`src/rtl/seven_segment_scan_controller.sv`:
```
// Time-multiplexed seven-segment scan controller with a frame-aligned load/ack handshake.
// Optional build macro SEVEN_SEG_LEADING_ZERO_BLANK_EN suppresses leading zero digits.
//
// state | meaning
// BLANK | all digits off for BLANK_CYCLES before the next digit
// SHOW  | digit[index] driven with its decoded nibble for DWELL_CYCLES
module seven_segment_scan_controller #(
  parameter int NUM_DIGITS   = 4,
  parameter int DWELL_CYCLES = 25000,
  parameter int BLANK_CYCLES = 250
) (
  input  logic                    i_Clk,
  input  logic                    i_Rst_L,
  input  logic [4*NUM_DIGITS-1:0] i_Digits,
  input  logic                    i_Load,
  output logic                    o_Load_Ack,
  output logic [NUM_DIGITS-1:0]   o_Digit_En,
  output logic [6:0]              o_Segments,
  output logic                    o_Frame_Start
);

  localparam int MAX_CYC = (DWELL_CYCLES > BLANK_CYCLES) ? DWELL_CYCLES : BLANK_CYCLES;
  localparam int CW      = $clog2(MAX_CYC + 1);
  localparam int IW      = $clog2(NUM_DIGITS);
  localparam int DW      = 4 * NUM_DIGITS;

  typedef enum logic {BLANK, SHOW} state_t;

  state_t          state_q, state_d;
  logic [CW-1:0]   cnt_q, cnt_d;
  logic [IW-1:0]   idx_q, idx_d;
  logic [DW-1:0]   active_q, active_d;
  logic [DW-1:0]   shadow_q, shadow_d;
  logic            pending_q, pending_d;
  logic            frame_d, commit;
  logic [NUM_DIGITS-1:0] en_d, sup;
  logic [6:0]      seg_d;
  logic [3:0]      nib;

  // Active-high {G,F,E,D,C,B,A}; the bus is driven with the complement.
  function automatic logic [6:0] hex_seg(input logic [3:0] n);
    case (n)
      4'h0: hex_seg = 7'h3F;
      4'h1: hex_seg = 7'h06;
      4'h2: hex_seg = 7'h5B;
      4'h3: hex_seg = 7'h4F;
      4'h4: hex_seg = 7'h66;
      4'h5: hex_seg = 7'h6D;
      4'h6: hex_seg = 7'h7D;
      4'h7: hex_seg = 7'h07;
      4'h8: hex_seg = 7'h7F;
      4'h9: hex_seg = 7'h6F;
      4'hA: hex_seg = 7'h77;
      4'hB: hex_seg = 7'h7C;
      4'hC: hex_seg = 7'h39;
      4'hD: hex_seg = 7'h5E;
      4'hE: hex_seg = 7'h79;
      default: hex_seg = 7'h71;
    endcase
  endfunction

  always_comb begin
    state_d = state_q;
    cnt_d   = cnt_q + 1'b1;
    idx_d   = idx_q;
    frame_d = 1'b0;
    case (state_q)
      BLANK: begin
        if (cnt_q == CW'(BLANK_CYCLES - 1)) begin
          state_d = SHOW;
          cnt_d   = '0;
          frame_d = (idx_q == '0);
        end
      end
      default: begin
        if (cnt_q == CW'(DWELL_CYCLES - 1)) begin
          state_d = BLANK;
          cnt_d   = '0;
          idx_d   = (idx_q == IW'(NUM_DIGITS - 1)) ? '0 : idx_q + 1'b1;
        end
      end
    endcase

    commit    = frame_d && (pending_q || i_Load);
    active_d  = active_q;
    shadow_d  = shadow_q;
    pending_d = pending_q;
    if (i_Load) begin
      shadow_d  = i_Digits;
      pending_d = 1'b1;
    end
    // A load landing on the commit edge bypasses the shadow register.
    if (commit) begin
      active_d  = i_Load ? i_Digits : shadow_q;
      pending_d = 1'b0;
    end
  end

  always_comb begin
    nib = 4'h0;
    for (int i = 0; i < NUM_DIGITS; i++)
      if (idx_d == IW'(i)) nib = active_d[4*i +: 4];

    sup = '0;
`ifdef SEVEN_SEG_LEADING_ZERO_BLANK_EN
    begin
      logic lead;
      lead = 1'b1;
      for (int i = NUM_DIGITS - 1; i > 0; i--) begin
        lead   = lead && (active_d[4*i +: 4] == 4'h0);
        sup[i] = lead;
      end
    end
`endif

    en_d  = '0;
    seg_d = 7'h7F;
    if (state_d == SHOW && !sup[idx_d]) begin
      en_d[idx_d] = 1'b1;
      seg_d       = ~hex_seg(nib);
    end
  end

  always_ff @(posedge i_Clk or negedge i_Rst_L) begin
    if (!i_Rst_L) begin
      state_q       <= BLANK;
      cnt_q         <= '0;
      idx_q         <= '0;
      active_q      <= '0;
      shadow_q      <= '0;
      pending_q     <= 1'b0;
      o_Digit_En    <= '0;
      o_Segments    <= 7'h7F;
      o_Load_Ack    <= 1'b0;
      o_Frame_Start <= 1'b0;
    end else begin
      state_q       <= state_d;
      cnt_q         <= cnt_d;
      idx_q         <= idx_d;
      active_q      <= active_d;
      shadow_q      <= shadow_d;
      pending_q     <= pending_d;
      o_Digit_En    <= en_d;
      o_Segments    <= seg_d;
      o_Load_Ack    <= commit;
      o_Frame_Start <= frame_d;
    end
  end

endmodule

```
`config.mk`:
```
export PLATFORM = sky130hd
export DESIGN_NAME = seven_segment_scan_controller
export DESIGN_NICKNAME = d
export VERILOG_FILES = /design/src/rtl/seven_segment_scan_controller.sv
export SDC_FILE = /design/constraint.sdc
export NUM_CORES = 1
export LEC_CHECK = 0
export BUFFER_PORTS_ARGS = -buffer_cell sky130_fd_sc_hd__buf_2
export CAP_MARGIN = 20
export CORE_MARGIN = 5
export CORE_UTILIZATION = 50
export CTS_CLUSTER_SIZE = 24
export DETAILED_ROUTE_END_ITERATION = 6
export HOLD_SLACK_MARGIN = 0.05
export PLACE_DENSITY = 0.7
export SLEW_MARGIN = 30
export SYNTH_ARGS = -nofsm -noshare
export SYNTH_HDL_FRONTEND = slang
export SYNTH_SLANG_ARGS = --single-unit
```
`constraint.sdc`:
```
create_clock -name i_Clk -period 3.7 [get_ports i_Clk]
set_clock_uncertainty 0.05 [all_clocks]
set_input_delay 0.185 -clock i_Clk [delete_from_list [all_inputs] [get_ports i_Clk]]
set_output_delay 0.185 -clock i_Clk [all_outputs]
set_load 0.03 [all_outputs]
```
# Word level (Yosys, flattened, before mapping)
# Memories as Yosys holds them, arrays and structs flattened.
# Cells that the tools add are included.
dict set report word_totals {
  n_memories 1
  out_inout_bits 13
  elab_cells 56
  rom_bits 112
  regBits 64
}
# memory words word_bits rd rd_ports_with_merged_regs wr line_no
set memory_table {}
lappend memory_table {{(no name shown)} 16 7 1 0 0 42} ;# case (n)
dict set report op_classes {
  n_eq_ne 6
  addsub 2
  bitwise_logic 1
  n_reduce_logical 8
  muxes 26
  n_lt_le_gt_ge 2
}
# operator count
set ops {}
lappend ops {{$mux 15} 3}
lappend ops {{$mux 16} 2}
lappend ops {{$mux 4} 5}
lappend ops {{$add 15x1->15 const B} 1}
lappend ops {{$eq 15x15->1 const B} 1}
lappend ops {{$eq 15x8->1 const B} 1}
lappend ops {{$mux 7} 2}
lappend ops {{$mux 1} 9}
lappend ops {{$not 7->7} 1}
lappend ops {{$eq 2x2->1 const B} 3}
lappend ops {{$mux 2} 3}
lappend ops {{$logic_not 2->1} 2}
lappend ops {{$logic_and 1x1->1} 3}
lappend ops {{$lt 2x3->1 const B} 1}
lappend ops {{$add 2x1->2 const B} 1}
lappend ops {{$bmux 1 s2} 1}
lappend ops {{$demux 1 s2} 1}
lappend ops {{$eq 2x1->1 const B} 1}
lappend ops {{$ge 2x1->1 const B} 1}
lappend ops {{$reduce_bool 2->1} 1}
lappend ops {{$logic_not 1->1} 1}
lappend ops {{$logic_or 1x1->1} 1}

# Longest topological paths before layout
# Gate-level depths: netlist of run 1.
# An unclocked memory read counts as a cell.
dict set report logic_depth {
  ltp_word 13
  ltp_mapped 14
}

# Least setup slack after synthesis of run 1
# No wires, ideal clock.
dict set report synth_path {
  kind {reg-to-reg}
  startpoint {reg cnt_q[9]}
  endpoint {reg o_Segments[4]}
  setup_ns 0.083
  n_path_buf 1
  stages_incl_launch_ff 10
  period_less_slack_ns 3.209
  t_required_ns 3.567
  path_slack_ns 0.491
  arrival_ns 3.076
  path_cell_list {dfrtp_1 -> or4_4 -> nor4_4 -> mux2i_2 -> inv_2 -> nor4_1 -> nor4_4 -> buf_6 -> mux2i_1 -> a221o_1}
}
dict set report synth_between {
  elab_cells_between_ends 27
}
# element line_no
set synth_lines {}
lappend synth_lines {{start, declared} 30} ;# logic [CW-1:0] cnt_q, cnt_d;
lappend synth_lines {{start signal, assigned} 138} ;# cnt_q <= cnt_d;
lappend synth_lines {{$eq 15x15->1 (*)} 76} ;# if (cnt_q == CW'(DWELL_CYCLES - 1)) begin
lappend synth_lines {{$mux 2 (*)} 76}
lappend synth_lines {{$mux 2 (*)} 67} ;# case (state_q)
lappend synth_lines {{net idx_d[1]} 31} ;# logic [IW-1:0] idx_q, idx_d;
lappend synth_lines {{$logic_not 2->1} 102} ;# if (idx_d == IW'(i)) nib = active_d[4*i +: 4];
lappend synth_lines {{$mux 4 (4 in series)} 102}
lappend synth_lines {{$mem_v2 16x7} --}
lappend synth_lines {{$mux 7} 118} ;# if (state_d == SHOW && !sup[idx_d]) begin
lappend synth_lines {{$not 7->7} 120} ;# seg_d = ~hex_seg(nib);
lappend synth_lines {{$mux 7 (*)} 118}
lappend synth_lines {{net seg_d[4]} 37} ;# logic [6:0] seg_d;
lappend synth_lines {{end signal, assigned} 144} ;# o_Segments <= seg_d;
lappend synth_lines {{end, declared} 18} ;# output logic [6:0] o_Segments,
# The timed path passes the listed nets; every way through them passes the cells marked *. The select of a mux whose other input is x is not followed.
# A chain may end at the register's enable or synchronous reset.

# Worst setup path in the final report of run 1
dict set report layout_path {
  startpoint {reg cnt_q[9]}
  endpoint {reg o_Segments[0]}
}
# Same word-level chain as after synthesis.

==> metrics.cfg, run 1 <==
[detailed_routing]
drtIter0Drc=74
vias=2040
vias_per_cell=5.31
totalWireLength_mm=5.71
final_antenna_net_count=0
first_pass_iters=4
post_drt_wl_per_cell_um=14.9
drc_errors=0

[layout]
area_growth_pct=20.7
num_antenna_cells=0
fin_nets=333
drive_gt1_frac=0.333
utilization=0.617

[timing]
setup_slack_ps=247
max_freq_mhz=290
worstMarginPinSlew_ps=701
whs_ps=69.0
timing_hold_violations_final=0
min_period_over_period=0.933
final.min_clock_period_ps=3450
fin_tns_setup_ps=0
setup_viol=0
slew-limit-headroom=0.529
maxSlewViolCount=0
rsz0062_at_grt=false

[synth]
syn_nets=278
synth_common_cells=57 x dfrtp_1, 27 x mux2_2, 27 x nor2_1
syn-cell-area_mm2=0.00301
yosys_warnings=0
synth_top_area_frac=0.474
synth.distinct_cells=46
synth_edf_count=0
yosysSeqAreaShare=0.535
avgSynthCellArea_um2=12.1
synth-async-reset-ratio=1.00
synth_area_leaders=dfrtp_1 47%, mux2_2 10%, dfstp_2 6.1%
synth_seq_cells=64
synth_top_area_cell=dfrtp_1
synth_ff_type=dfrtp_1
netlist_instances=249
yosysMostFrequentCell=dfrtp_1

[critical_path]
cp_slowest_cell=or4_4
cp.depth=9
path_cells=or4_4 -> nor4_4 -> mux2i_2 -> inv_2 -> nor4_1 -> nor4_4 -> nor2b_2 -> a22o_1 -> o21ai_1
start_kind=register
cpLargestDelayFamily=simple AND/OR/NAND/NOR gates
cp.required_ps=3920
cp_max_fo=12
cp.arrival_ps=3670
endpoint_kind=register
crit_type=reg -> reg
max_stage_delay_ps=590
crit_path_frequent_cell=nor4_4
cp.buffers_inverters=1
r2r_cells=9

[clock_network]
cts-root-buf=clkbuf_8
clockBufferDepth=2
worstSkewPairLatency_ps=340
cts_sinks=64
tritoncts=done
h-tree-depth=3
cts_buffers=9
cts_resized=0
cts_setup_buffers=0
cts.clk_slew.worst_paths_ps=70

[power]
swShare=0.201
powerDensity_mw_per_mm2=412
peakVddDrop_mv=0.283
power_frac_clock=0.476
seq_power_share=0.481
pwr-share-comb=0.043
p_switching_mw=0.301
p_leak_nw=1.71
p_int_mw=1.20

[floorplanning]
io_pins=32
core_mm2=0.00589
die_width_um=87.6
start_util=0.511
rows=28
die_area_mm2=0.00767
die_y_um=87.6

[min_path]
holdCritPathClass=in -> reg
holdPathStages=2

[global_route]
grt_pass1_vias=2079
antenna_found_initial=0
grt_start_max_net_pins=40
track_usage=0.166
grt_pass1_wl_mm=9.68
gr-total-overflow=0

[outcome]
outcome=finished, final reports clean

[run]
max_cap_viol_count=0

[placed_design]
place_congestion=0.898
port_buffers=31
dpl.hpwl_mm=4.00
pre_cts_slack_ps=273

## layer usage
metal,share of wire,GRT usage,vias up
li1,-,-,980
met1,0.45,0.211,1009
met2,0.48,0.264,40
met3,0.051,0.0555,11
met4,0.018,0.0642,0
met5,0,0,-
## metrics by stage
stage | std cells | total power, mW | instance area, um^2
2_1_floorplan | 249 | 0.758 | 3010
3_3_place_gp | 353 | 0.786 | 3240
3_5_place_dp | 353 | 0.788 | 3240
4_1_cts | 384 | 1.52 | 3630
5_1_grt | 384 | 1.55 | 3630
6_report | 384 | 1.50 | 3630
## power groups by stage
stage / Clock [mW] / Combinational, mW / Sequential, mW
after floorplan: 0 / 0.0253 / 0.733
after global placement: 0 / 0.0524 / 0.733
after detailed placement: 0 / 0.0537 / 0.734
after CTS: 0.728 / 0.0657 / 0.721
after global routing: 0.759 / 0.0729 / 0.722
final: 0.713 / 0.0644 / 0.721
## path summary, 6_finish.rpt
path	start	end	slack, ps
min in group asynchronous	i_Rst_L	shadow_q[7]	300
max in group asynchronous	i_Rst_L	o_Segments[1]	2550
hold reg to reg	cnt_q[0]	cnt_q[0]	440
hold / removal	i_Digits[10]	shadow_q[10]	70
setup reg to reg	cnt_q[9]	o_Segments[0]	250
setup / recovery	cnt_q[9]	o_Segments[0]	250
## state kept, by name, indices dropped and copies added, names as in the netlist
name / cells
active_q: 16
o_Frame_Start: 1
o_Load_Ack: 1
state_q: 1
o_Segments: 7
idx_q: 2
o_Digit_En: 4
cnt_q: 15
pending_q: 1
shadow_q: 16
## cell type report
type,instances,area (um^2)
clock buffer,10,128
clock inverter,6,108
fill,466,2250
inverter,13,48.8
multi-input combinational,164,1290
sequential,64,1610
tap,75,93.8
timing repair buffer,52,353
## logic make-up after synthesis
family	after synthesis	synth area share
compound gates	18	0.0366
mux	38	0.140
fa+ha+maj	10	0.0416
xor+xnor	13	0.0378
simple gates	85	0.173
flops	64	0.535
buf+inv	21	0.0362
## cell usage in the layout, fill, tap and decap left out, drive strengths merged, types with 2 or more instances in the layout
| master | n |
|---|---|
| nand2 | 7 |
| dlygate4sd3 | 15 |
| a21oi | 9 |
| nand3 | 7 |
| inv | 13 |
| and3 | 2 |
| dfstp | 7 |
| buf | 37 |
| clkbuf | 10 |
| or4 | 2 |
| nor2 | 27 |
| xnor2 | 7 |
| xor2 | 6 |
| nor4 | 12 |
| bufinv | 3 |
| dfrtp | 57 |
| or2 | 2 |
| nor3 | 16 |
| ha | 10 |
| mux2 | 27 |
| mux2i | 11 |
| clkinv | 2 |
| o21ai | 3 |
## repair_timing
item                       4_1_cts  5_1_grt
setup endpoints to repair        0        0
hold buffers                    15        0
hold endpoints to repair        49        0
(Power assumes the default switching activity.)
==> inputs of run 2 (changes only) <==
--- a/config.mk
+++ b/config.mk
@@ -8,11 +8,10 @@
 export BUFFER_PORTS_ARGS = -buffer_cell sky130_fd_sc_hd__buf_2
 export CAP_MARGIN = 20
 export CORE_MARGIN = 5
-export CORE_UTILIZATION = 50
+export CORE_UTILIZATION = 46
 export CTS_CLUSTER_SIZE = 24
 export DETAILED_ROUTE_END_ITERATION = 6
 export HOLD_SLACK_MARGIN = 0.05
-export PLACE_DENSITY = 0.7
 export SLEW_MARGIN = 30
 export SYNTH_ARGS = -nofsm -noshare
 export SYNTH_HDL_FRONTEND = slang
==> run 2 against run 1 <==
Sequential cell count did not move. Die area is 7.7% higher. Via count is 3.3% lower. Clock power shrank 31%. Routed wire length fell by 1.3%. Setup slack better by 56 ps. Global-route usage shrank 1.4 points. Design area is 2.4% lower. Critical endpoint unchanged. Highest routed layer unchanged.
==> metrics.cfg, run 2 (synthesis gave the netlist of run 1 again) <==
[timing]
maxSlewViolCount=0  ; unchanged
timing_hold_violations_final=0  ; unchanged
final.min_clock_period_ps=3400  ; -55.5 ps
worstMarginPinSlew_ps=702  ; +0.667 ps
rsz0062_at_grt=false
setup_slack_ps=303  ; +55.5 ps
fin_tns_setup_ps=0  ; unchanged
setup_viol=0  ; unchanged
min_period_over_period=0.918  ; -0.0150
max_freq_mhz=294  ; +1.6%
slew-limit-headroom=0.529  ; about the same

[placed_design]
dp.cells=355  ; +0.57%
pre_cts_slack_ps=303  ; +30.6 ps
place_congestion=0.828  ; -7.7%
dpl.hpwl_mm=4.04  ; +1.0%
placed_cell_area_mm2=0.00325  ; about the same
port_buffers=31  ; unchanged

[clock_network]
cts_sinks=64  ; unchanged
tritoncts=done
cts_buffers=9  ; unchanged
cts.clk_slew.worst_paths_ps=60  ; about the same
worstSkewPairLatency_ps=330  ; about the same
clockBufferDepth=2  ; unchanged
h-tree-depth=3  ; unchanged
cts-root-buf=clkbuf_8

[critical_path]
cp.arrival_ps=3610  ; -60 ps
endpoint_kind=register
start_kind=register
crit_type=reg -> reg
cp.required_ps=3910  ; about the same
cp_max_fo=12  ; unchanged

[detailed_routing]
post_drt_wl_per_cell_um=14.7  ; -1.3%
drc_errors=0  ; unchanged
totalWireLength_mm=5.64  ; -1.3%
first_pass_iters=4  ; unchanged
drtIter0Drc=86  ; +16%
vias=1973  ; -3.3%
vias_per_cell=5.14  ; -3.3%
final_antenna_net_count=0  ; unchanged

[global_route]
antenna_found_initial=0  ; unchanged
gr-total-overflow=0  ; unchanged
grt_pass1_vias=2162  ; +4.0%
grt_start_max_net_pins=44  ; +10%
grt_pass1_wl_mm=10.2  ; +5.2%
track_usage=0.152  ; -0.0139

[outcome]
outcome=finished, final reports clean

[layout]
num_antenna_cells=0  ; unchanged
fin_nets=331  ; -0.60%
finalNonFillerCells=384  ; unchanged
drive_gt1_frac=0.336  ; +0.00217
largest_registers=active_q x16, shadow_q x16, cnt_q x15
layout_common_cells=57 x dfrtp_1, 30 x buf_2, 27 x mux2_2, 27 x nor2_1, 14 x nor3_1
num-fill-cells=546  ; +17%
design_area_mm2=0.00354  ; -2.4%
area_growth_pct=17.7
final_common_cell=dfrtp_1

[power]
powerDensity_mw_per_mm2=360  ; -13%
p_leak_nw=1.67  ; -2.3%
peakVddDrop_mv=0.192  ; -32%

[floorplanning]
start_util=0.474  ; -0.0374
die_width_um=90.9  ; +3.8%
io_pins=32  ; unchanged
die_area_mm2=0.00826  ; +7.7%
core_mm2=0.00635  ; +7.9%
die_y_um=90.9  ; +3.8%
rows=29  ; +3.6%

[min_path]
holdCritPathClass=in -> reg

[run]
max_cap_viol_count=0  ; unchanged

## run 2: changes by cell type in the layout (fill, tap and decap cells not counted), sizes merged
cell         previous run  this run
bufinv                  3         0
clkinv                  2         5
dlygate4sd3            15        13
## run 2: final cells by class
class / count / area, um^2 / area share
repair buffers: 50 / 333 / 0.0939
clock inverters: 6 / 36.3 / 0.0102
flip-flops and latches: 64 / 1610 / 0.454
clock buffers: 10 / 128 / 0.0360
inverters: 13 / 48.8 / 0.0138
multi-input cells: 164 / 1290 / 0.364
well taps: 77 / 96.3 / 0.0272
## run 2: routing by layer
layer | global-route usage | share of wire | vias up
li1 | - | - | 981
met3 | 0.0408 | 0.034 | 12
met4 | 0.0648 | 0.020 | 0
met1 | 0.192 | 0.45 | 954
met5 | 0 | 0 | -
met2 | 0.246 | 0.50 | 26
## run 2: where the power goes
part | switching, mW | internal [mW] | total (mW) | leakage (nW)
Sequential | 0.00406 | 0.717 | 0.721 | 0.814
Combinational | 0.0290 | 0.0324 | 0.0614 | 0.766
Clock | 0.254 | 0.239 | 0.493 | 0.0858
Total | 0.287 | 0.989 | 1.28 | 1.67
## run 2: metrics by stage
stage           util  hold slack [ps]  power (mW)
3_5_place_dp   0.511              342       0.787
6_report       0.558             67.5        1.28
4_1_cts        0.558             50.2        1.31
2_1_floorplan      -             -161       0.758
3_3_place_gp   0.511              342       0.785
5_1_grt        0.558             58.5        1.35
## run 2: worst max-delay path, stage by stage, from the launching register on
cell and delay (ps):
dfrtp_1 440, or4b_1 620, or4_4 590, nor3_1 310, nor4_1 120, nor4_4 590, and2b_2 310, a22o_1 180
o21ai_1 120
## run 2: timing repair
item	CTS	global route
hold endpoints to repair	53	0
gates resized for setup	0	1
hold buffers	13	0
setup endpoints to repair	0	1
setup buffers	0	0
## run 2: final timing paths
path	start	endpoint	slack [ps]	cells after the start
max	cnt_q[2]	o_Segments[0]	300	8
min in group asynchronous	i_Rst_L	shadow_q[15]	330	2
max in group asynchronous	i_Rst_L	o_Segments[5]	2530	3
min	i_Digits[0]	shadow_q[0]	70	2
max reg2reg	cnt_q[2]	o_Segments[0]	300	8
min reg2reg	cnt_q[12]	cnt_q[12]	440	1
==> inputs of run 3 (changes only) <==
--- a/config.mk
+++ b/config.mk
@@ -6,7 +6,6 @@
 export NUM_CORES = 1
 export LEC_CHECK = 0
 export BUFFER_PORTS_ARGS = -buffer_cell sky130_fd_sc_hd__buf_2
-export CAP_MARGIN = 20
 export CORE_MARGIN = 5
 export CORE_UTILIZATION = 46
 export CTS_CLUSTER_SIZE = 24
==> constraint.sdc (replaced) <==
create_clock -name i_Clk -period 4.2 [get_ports i_Clk]
set_clock_uncertainty 0.05 [all_clocks]
set_input_delay 0.21 -clock i_Clk [delete_from_list [all_inputs] [get_ports i_Clk]]
set_output_delay 0.21 -clock i_Clk [all_outputs]
set_load 0.03 [all_outputs]
==> run 3 against run 2 <==
Setup slack better by 330 ps. Critical path depth is 1 higher. Highest routed layer unchanged. Non-clock buffer count is 14 lower. Critical path type unchanged.
==> metrics.cfg, run 3 (synthesis gave the netlist of run 1 again) <==
[layout]
area_growth_pct=13.5
design_area_mm2=0.00342  ; -3.5%
fin_nets=317  ; -4.2%
finalNonFillerCells=370  ; -3.6%
drive_gt1_frac=0.341  ; +0.00579
largest_registers=active_q x16, shadow_q x16, cnt_q x15
num_antenna_cells=0  ; unchanged
num-fill-cells=573  ; +4.9%
layout_common_cells=57 x dfrtp_1, 31 x buf_2, 27 x mux2_2, 27 x nor2_1, 14 x nor3_1
final_common_cell=dfrtp_1

[critical_path]
crit_type=reg -> reg
cp.arrival_ps=3780  ; +170 ps
cp_max_fo=12  ; unchanged
crit_path_frequent_cell=nor4_4
endpoint_kind=register
path_cells=or4_4 -> nor4_4 -> mux2i_2 -> inv_1 -> nor4_1 -> nor4_4 -> nor2b_2 -> a22o_1 -> o21ai_1
max_stage_delay_ps=590  ; -30 ps
start_kind=register
cp.required_ps=4410  ; +500 ps
cp_slowest_cell=or4_4
cp.buffers_inverters=1  ; +1
cpLargestDelayFamily=simple AND/OR/NAND/NOR gates

[power]
peakVddDrop_mv=0.211  ; +9.7%
seq_power_share=0.553  ; -0.012
power_frac_clock=0.406  ; +0.019
p_leak_nw=1.60  ; -3.8%
pwr-share-comb=0.040  ; -0.008
p_switching_mw=0.267  ; -7.1%
powerDensity_mw_per_mm2=336  ; -6.7%
swShare=0.232  ; +0.00734
p_int_mw=0.881  ; -11%

[timing]
timing_hold_violations_final=0  ; unchanged
min_period_over_period=0.849  ; -0.0696
final.min_clock_period_ps=3560  ; +167 ps
maxSlewViolCount=0  ; unchanged
worstMarginPinSlew_ps=709  ; +7.13 ps
fin_tns_setup_ps=0  ; unchanged
rsz0062_at_grt=false
setup_viol=0  ; unchanged
slew-limit-headroom=0.524  ; -0.00479
max_freq_mhz=281  ; -4.7%

[placed_design]
port_buffers=31  ; unchanged
dp.cells=352  ; -0.85%
placed_cell_area_mm2=0.00322  ; -0.69%
dpl.hpwl_mm=3.95  ; -2.1%
place_congestion=0.758  ; -8.5%

[global_route]
gr-total-overflow=0  ; unchanged
track_usage=0.146  ; -0.00606
grt_start_max_net_pins=47  ; +6.8%
grt_pass1_vias=2030  ; -6.1%
antenna_found_initial=0  ; unchanged
grt_pass1_wl_mm=9.74  ; -4.4%

[clock_network]
h-tree-depth=3  ; unchanged
cts.clk_slew.worst_paths_ps=70  ; about the same
cts_sinks=64  ; unchanged
cts_setup_buffers=0  ; unchanged
tritoncts=done
clockBufferDepth=2  ; unchanged
cts_buffers=9  ; unchanged
cts-root-buf=clkbuf_8
worstSkewPairLatency_ps=340  ; about the same

[detailed_routing]
first_pass_iters=4  ; unchanged
vias_per_cell=5.16  ; +0.36%
post_drt_wl_per_cell_um=14.9  ; +1.8%
vias=1908  ; -3.3%
final_antenna_net_count=0  ; unchanged
drtIter0Drc=52  ; -40%
drc_errors=0  ; unchanged
totalWireLength_mm=5.53  ; -2.0%

[floorplanning]
die_width_um=90.9  ; unchanged
rows=29  ; unchanged
core_mm2=0.00635  ; unchanged
die_area_mm2=0.00826  ; unchanged
io_pins=32  ; unchanged
start_util=0.474  ; unchanged
die_y_um=90.9  ; unchanged

[min_path]
holdCritPathClass=in -> reg

[run]
max_cap_viol_count=0  ; unchanged

[outcome]
outcome=finished, final reports clean

-- run 3: final cells by class --
type | count | area (um^2) | area share
timing repair buffer | 36 | 198 | 0.0578
inverter | 13 | 48.8 | 0.0143
tap | 77 | 96.3 | 0.0282
multi-input combinational | 164 | 1290 | 0.378
sequential | 64 | 1610 | 0.471
clock inverter | 5 | 32.5 | 0.00952
clock buffer | 11 | 141 | 0.0414
-- run 3: final timing paths --
kind / from / end / slack (ps) / cells after the start
worst min-delay path: i_Digits[5] / shadow_q[5] / 70 / 2
min in group asynchronous: i_Rst_L / shadow_q[15] / 290 / 2
worst max register to register: cnt_q[9] / o_Segments[0] / 640 / 9
worst min register to register: cnt_q[0] / cnt_q[0] / 450 / 1
max in group asynchronous: i_Rst_L / state_q / 2870 / 3
worst max-delay path: cnt_q[9] / o_Segments[0] / 640 / 9
-- run 3: timing repair --
item / in CTS / in global routing
hold buffers: 2 / 0
hold endpoints to repair: 19 / 0
resized for setup: 0 / 0
-- run 3: power by group through the flow --
stage	logic [mW]	registers, mW	clock network, mW
2_1_floorplan	0.0223	0.646	0
5_1_grt	0.0538	0.636	0.510
3_5_place_dp	0.0469	0.647	0
4_1_cts	0.0485	0.635	0.482
3_3_place_gp	0.0457	0.646	0
6_report	0.0464	0.635	0.466
-- run 3: worst register-to-register path: stages, from the launching register on --
cell and delay, ps:
dfrtp_1 410, or4_4 590, nor4_4 360, mux2i_2 530, inv_1 240, nor4_1 530
nor4_4 190, nor2b_2 220, a22o_1 250, o21ai_1 130
-- run 3: layer usage --
| metal | wire length [um] | global-route usage | up-vias | share of wire |
|---|---|---|---|---|
| li1 | - | - | 945 | - |
| met1 | 2550 | 0.185 | 929 | 0.46 |
| met2 | 2680 | 0.235 | 26 | 0.48 |
| met3 | 204 | 0.0425 | 8 | 0.037 |
| met4 | 96 | 0.0587 | 0 | 0.017 |
| met5 | 0 | 0 | - | 0 |
-- run 3: stage by stage --
stage	setup WS, ps	power (mW)	utilization	hold slack [ps]
6_report	636	1.15	0.538	68.5
5_1_grt	360	1.20	0.538	61.2
4_1_cts	645	1.17	0.538	51.5
3_5_place_dp	649	0.694	0.508	122
3_3_place_gp	744	0.692	0.508	122
2_1_floorplan	991	0.668	-	-136
